## config.mk

```make
export PLATFORM = sky130hd
export DESIGN_NAME = matrix_feeder
export DESIGN_NICKNAME = d
export VERILOG_FILES = /design/src/rtl/matrix_feeder.sv
export SDC_FILE = /design/constraint.sdc
export NUM_CORES = 1
export LEC_CHECK = 0
export CAP_MARGIN = 5
export CORE_MARGIN = 5
export CORE_UTILIZATION = 52
export CTS_CLUSTER_DIAMETER = 100
export CTS_CLUSTER_SIZE = 8
export DETAILED_ROUTE_END_ITERATION = 8
export PLACE_DENSITY = 0.76
export SYNTH_ARGS = -nofsm -noshare
export SYNTH_HDL_FRONTEND = slang
export SYNTH_SLANG_ARGS = --single-unit
```

## constraint.sdc

```tcl
create_clock -name clk -period 2.65 [get_ports clk]
set_input_delay 0.3975 -clock clk [delete_from_list [all_inputs] [get_ports clk]]
set_output_delay 0.3975 -clock clk [all_outputs]
set_load 0.02 [all_outputs]
```

## src/rtl/matrix_feeder.sv

```systemverilog
// Streams a stored N x N A/B matrix pair, one (a, b) element pair per strobe/ack beat.
// Optional build macro MATRIX_FEEDER_ZERO_PAD_EN appends N-1 zero beats to flush the systolic chain.
module matrix_feeder #(
  parameter int LOG_SIZE = 1,
  parameter int DATA_W   = 32
) (
  input  logic                  clk,
  input  logic                  rst,
  input  logic                  wr_en,
  input  logic                  wr_sel,
  input  logic [2*LOG_SIZE-1:0] wr_addr,
  input  logic [DATA_W-1:0]     wr_data,
  input  logic                  start,
  output logic [DATA_W-1:0]     a,
  output logic [DATA_W-1:0]     b,
  output logic                  out_stb,
  input  logic                  out_ack,
  output logic                  busy,
  output logic                  done
);

  localparam int N  = 2 ** LOG_SIZE;
  localparam int E  = N * N;
  localparam int AW = 2 * LOG_SIZE;

`ifdef MATRIX_FEEDER_ZERO_PAD_EN
  localparam int PW       = (LOG_SIZE > 0) ? LOG_SIZE : 1;
  localparam int PAD_LAST = (N > 1) ? N - 2 : 0;

  typedef enum logic [1:0] {IDLE, STREAM, PAD, FINISH} state_t;
`else
  typedef enum logic [1:0] {IDLE, STREAM, FINISH} state_t;
`endif

  state_t            state_q, state_d;
  logic [AW-1:0]     idx_q, idx_d;
  logic [DATA_W-1:0] a_q, a_d;
  logic [DATA_W-1:0] b_q, b_d;
  logic              stb_q, stb_d;
`ifdef MATRIX_FEEDER_ZERO_PAD_EN
  logic [PW-1:0]     pad_q, pad_d;
`endif

  logic [DATA_W-1:0] mem_a_q [E];
  logic [DATA_W-1:0] mem_b_q [E];

  logic              wr_fire;
  logic              xfer;
  logic              idx_last;
  logic [AW-1:0]     idx_inc;
  logic [DATA_W-1:0] a_first;
  logic [DATA_W-1:0] b_first;

  assign wr_fire  = wr_en && (state_q == IDLE);
  assign xfer     = stb_q && out_ack;
  assign idx_last = (idx_q == AW'(E - 1));
  assign idx_inc  = idx_q + 1'b1;

  // A write landing on element 0 in the start cycle must be seen by the first beat.
  assign a_first = (wr_fire && !wr_sel && wr_addr == '0) ? wr_data : mem_a_q[0];
  assign b_first = (wr_fire &&  wr_sel && wr_addr == '0) ? wr_data : mem_b_q[0];

  always_ff @(posedge clk) begin
    if (wr_fire) begin
      if (wr_sel) begin
        mem_b_q[wr_addr] <= wr_data;
      end else begin
        mem_a_q[wr_addr] <= wr_data;
      end
    end
  end

  always_ff @(posedge clk) begin
    if (rst) begin
      state_q <= IDLE;
      idx_q   <= '0;
      a_q     <= '0;
      b_q     <= '0;
      stb_q   <= 1'b0;
`ifdef MATRIX_FEEDER_ZERO_PAD_EN
      pad_q   <= '0;
`endif
    end else begin
      state_q <= state_d;
      idx_q   <= idx_d;
      a_q     <= a_d;
      b_q     <= b_d;
      stb_q   <= stb_d;
`ifdef MATRIX_FEEDER_ZERO_PAD_EN
      pad_q   <= pad_d;
`endif
    end
  end

  always_comb begin
    state_d = state_q;
    idx_d   = idx_q;
    a_d     = a_q;
    b_d     = b_q;
    stb_d   = stb_q;
`ifdef MATRIX_FEEDER_ZERO_PAD_EN
    pad_d   = pad_q;
`endif
    case (state_q)
      IDLE: begin
        if (start) begin
          state_d = STREAM;
          idx_d   = '0;
          stb_d   = 1'b1;
          a_d     = a_first;
          b_d     = b_first;
        end
      end
      STREAM: begin
        if (xfer) begin
          if (idx_last) begin
            idx_d = '0;
            a_d   = '0;
            b_d   = '0;
`ifdef MATRIX_FEEDER_ZERO_PAD_EN
            pad_d = '0;
            if (N > 1) begin
              state_d = PAD;
              stb_d   = 1'b1;
            end else begin
              state_d = FINISH;
              stb_d   = 1'b0;
            end
`else
            state_d = FINISH;
            stb_d   = 1'b0;
`endif
          end else begin
            idx_d = idx_inc;
            a_d   = mem_a_q[idx_inc];
            b_d   = mem_b_q[idx_inc];
          end
        end
      end
`ifdef MATRIX_FEEDER_ZERO_PAD_EN
      PAD: begin
        if (xfer) begin
          if (pad_q == PW'(PAD_LAST)) begin
            state_d = FINISH;
            stb_d   = 1'b0;
            pad_d   = '0;
          end else begin
            pad_d = pad_q + 1'b1;
          end
        end
      end
`endif
      FINISH: begin
        state_d = IDLE;
        stb_d   = 1'b0;
      end
      default: begin
        state_d = IDLE;
        stb_d   = 1'b0;
      end
    endcase
  end

  always_comb begin
    a       = a_q;
    b       = b_q;
    out_stb = stb_q;
    busy    = (state_q != IDLE) && (state_q != FINISH);
    done    = (state_q == FINISH);
  end

endmodule

```

==> summary.txt <==
Run status
  • Outcome: finished clean

Logic synthesis
  • Share of the yosys chip area belonging to registers: 0.7040
  • Synthesized area per cell: 19.52 um^2
  • Area share of the leading cell type in the synthesized netlist: 0.5968
  • Top-count cell post-synth: edfxtp_1
  • Unique masters post-synth: 32
  • Multiplexer share of the synthesized area: 0.1779
  • Largest family of logic cells by synthesized area: multiplexers
  • Net count of the mapped netlist: 701
  • Cell types with the largest area share after synthesis: edfxtp_1, mux4_2, dfxtp_1, a221o_1, mux2_4
  • Gate count after technology mapping: 660
  • Simple-gate share of the synthesized area: 0.04565
  • Adder-cell share of the synthesized area: 0.0009713
  • Area share of xor/xnor cells in the synthesized design: 0
  • Most instantiated cells after synthesis: edfxtp_1, dfxtp_1, nor2b_1, a221o_1, mux4_2
  • Synth warnings: 0
  • Post-synthesis instance area: 12880 um^2
  • EDFF count, synth: 256
  • Cell type with the highest aggregate area in the netlist: edfxtp_1
  • Ys async rst share: 0
  • Post-synthesis compound-gate area fraction: 0.05109
  • Most used flip-flop cell after synthesis: edfxtp_1
  • Synthesized flop and latch total: 325

Detailed routing
  • Antenna violation net count after detailed routing: 0
  • WL final: 27.98 mm
  • Vias per cell: 5.945
  • Drt first-iter violations: 486
  • Vias: 6902
  • Length of the first detailed-routing pass in iterations: 5
  • Average routed wire per standard cell: 24.10 um
  • DR DRC count: 0

Finish
  • Final nets: 841
  • Share of post-route cells with drive strength above 1: 0.2461
  • Antenna Diode Count: 0
  • Filler cells: 1645
  • Area used by multi-input combinational logic: 3622 um^2
  • Final design area excluding fillers: 15900 um^2
  • Register cell area after layout: 9072 um^2
  • Area Overhead vs Synth: 23.46%

Clock network
  • Clock Latency Late Sink: 530 ps
  • Clock tree from TritonCTS: built
  • Maximum root-to-sink buffer count: 3
  • Clock buffers created by TritonCTS: 46
  • Quantity of gates resized following cts: 0
  • H-tree lvl count: 2
  • Setup bufs post-CTS: 0
  • Cts-stage hold buffer count: 0
  • Clk pin slew, worst setup/hold paths: 50 ps
  • Buffer cell driving the clock tree root: clkbuf_16
  • CTS sink count: 325

STA
  • Setup-failing EPs final: 0
  • Worst Tran Pin Value: 572.8 ps
  • Setup repair after global routing missed its margin: false
  • Final hold violation count: 0
  • Crit share post-route: 0.9237
  • Highest clock frequency the design can meet: 408.5 MHz
  • Slew margin rel.: 0.6182
  • Pins over their slew limit: 0
  • Tmin final: 2448 ps
  • Clock tree skew after final layout: 24.08 ps

Critical path
  • Slowest Stage Delay on Critical Path: 660 ps
  • CP max FO: 8
  • Kind of capture point of the worst setup path: primary output
  • Cells along the critical path: buf_4 -> nor2b_1 -> clkdlybuf4s50_1
  • Crit path max-delay cell type: clkdlybuf4s50_1
  • Arrival time of data at the critical path endpoint: 2050 ps
  • Worst endpoint required time: 2250 ps
  • Kind of launch point of the worst setup path: flip-flop
  • Top delay family on crit path: buffers and inverters
  • Worst path bufs/invs: 2
  • Kind of critical path: flip-flop to primary output

Power
  • Total chip power: 11850 uW
  • P_leak: 0.005260 uW
  • Clock power share: 0.448
  • Internal power: 9358 uW
  • Relative contribution of sequential cells to total power: 0.482
  • IR drop worst, VDD: 0.0006002 V
  • NetSw: 2492 uW
  • Combinational fraction of design power: 0.070
  • Sw Ratio: 0.2103
  • P per Cell Area: 745.2 nW/um^2

Die
  • Initial cell density of the core: 0.5281
  • Core Area: 24390 um^2
  • Boundary pin count: 107
  • Area of the die: 28020 um^2
  • Height of the chip: 167.4 um
  • Floorplan die width: 167.4 um
  • Standard-cell row count: 57

Flow run
  • Number of maximum-capacitance constraint violations: 0

Placement
  • HPWL after detailed placement: 15.20 mm
  • Placement Cell Area: 14580 um^2
  • Last weighted congestion value of the routability-driven placer: 0.7678
  • Port buffer count: 106

Global routing
  • Maximum number of pins on one net before global-route repair: 67
  • Routing usage on met2: 0.3429
  • Met3 layer usage reported by global route: 0.03748
  • Number of global-route vias before repair: 7719
  • Global-route usage over all layers: 0.2011
  • Leftover overflow at the end of global routing: 0
  • Most congested layer reported by global routing: met2
  • Global routing met1 resource utilization: 0.2673
  • Antenna violations before repair: 0
  • Wire length of the first global-routing pass: 44.25 mm

Min path
  • Min-delay worst type: flip-flop to flip-flop
layout by cell type (no fill, tap or decap), types with 17 or more instances in the layout:
cell type          n
edfxtp_1         256
clkdlybuf4s50_1  106
dfxtp_1           68
nor2b_1           65
mux4_2            64
a221o_1           64
clkbuf_16         47
clkbuf_1          36
mux2_4            29
mux2_2            18
mux2_1            17
sequential cells by signal, summed over array words and instances, names as in the netlist:
name / flops
a: 32
b: 32
idx_q: 2
mem_a_q: 128
mem_b_q: 128
out_stb: 1
state_q: 2
final timing paths:
check | from | endpoint | slack [ps] | cells past startpoint
setup / recovery | state_q[1]$_SDFFE_PP0P_ | done | 200 | 3
hold / removal | b[18]$_SDFFE_PP0P_ | b[18]$_SDFFE_PP0P_ | 480 | 1
setup reg to reg | state_q[1]$_SDFFE_PP0P_ | a[11]$_SDFFE_PP0P_ | 340 | 5
hold reg to reg | b[18]$_SDFFE_PP0P_ | b[18]$_SDFFE_PP0P_ | 480 | 1
final cells by class:
type,count,area share
sequential,325,0.5705
timing repair buffer,136,0.09268
tap,324,0.02549
multi-input combinational,290,0.2278
clock inverter,2,0.0008655
inverter,1,0.0002360
clock buffer,83,0.08245
per-stage QoR:
| step | worst slack [ps] | hold WS (ps) | util | TNS (ps) | std cells |
|---|---|---|---|---|---|
| floorplan | -157.0 | 464.6 | - | -15050 | 660 |
| global placement | -5.136 | 467.4 | 0.5977 | -18.42 | 1076 |
| detailed placement | -54.12 | 473.1 | 0.5977 | -634.6 | 1076 |
| CTS | 114.8 | 484.7 | 0.6520 | 0 | 1161 |
| global route | 93.78 | 499.8 | 0.6520 | 0 | 1161 |
| finish | 202.3 | 480.1 | 0.6520 | 0 | 1161 |
power groups by stage:
stage / combinational, uW / clock [uW] / sequential, uW
after floorplan: 364 / 0 / 5870
after global placement: 813 / 0 / 5800
after detailed placement: 835 / 0 / 5810
after CTS: 841 / 5400 / 5720
after global routing: 881 / 5670 / 5720
final: 830 / 5300 / 5720
routing by layer:
layer | up-vias | share of wire
met5 | - | 0
met4 | 0 | 0.021
met3 | 47 | 0.059
met2 | 238 | 0.50
met1 | 3605 | 0.41
li1 | 3012 | -
cells by family after synthesis:
family,after synthesis
AND/OR/NAND/NOR,92
adder cells (fa/ha/maj),1
buffers and inverters,45
flip-flops,325
AO/OA/AOI/OAI,67
multiplexers,130
Power figures use the tool's default switching activity.
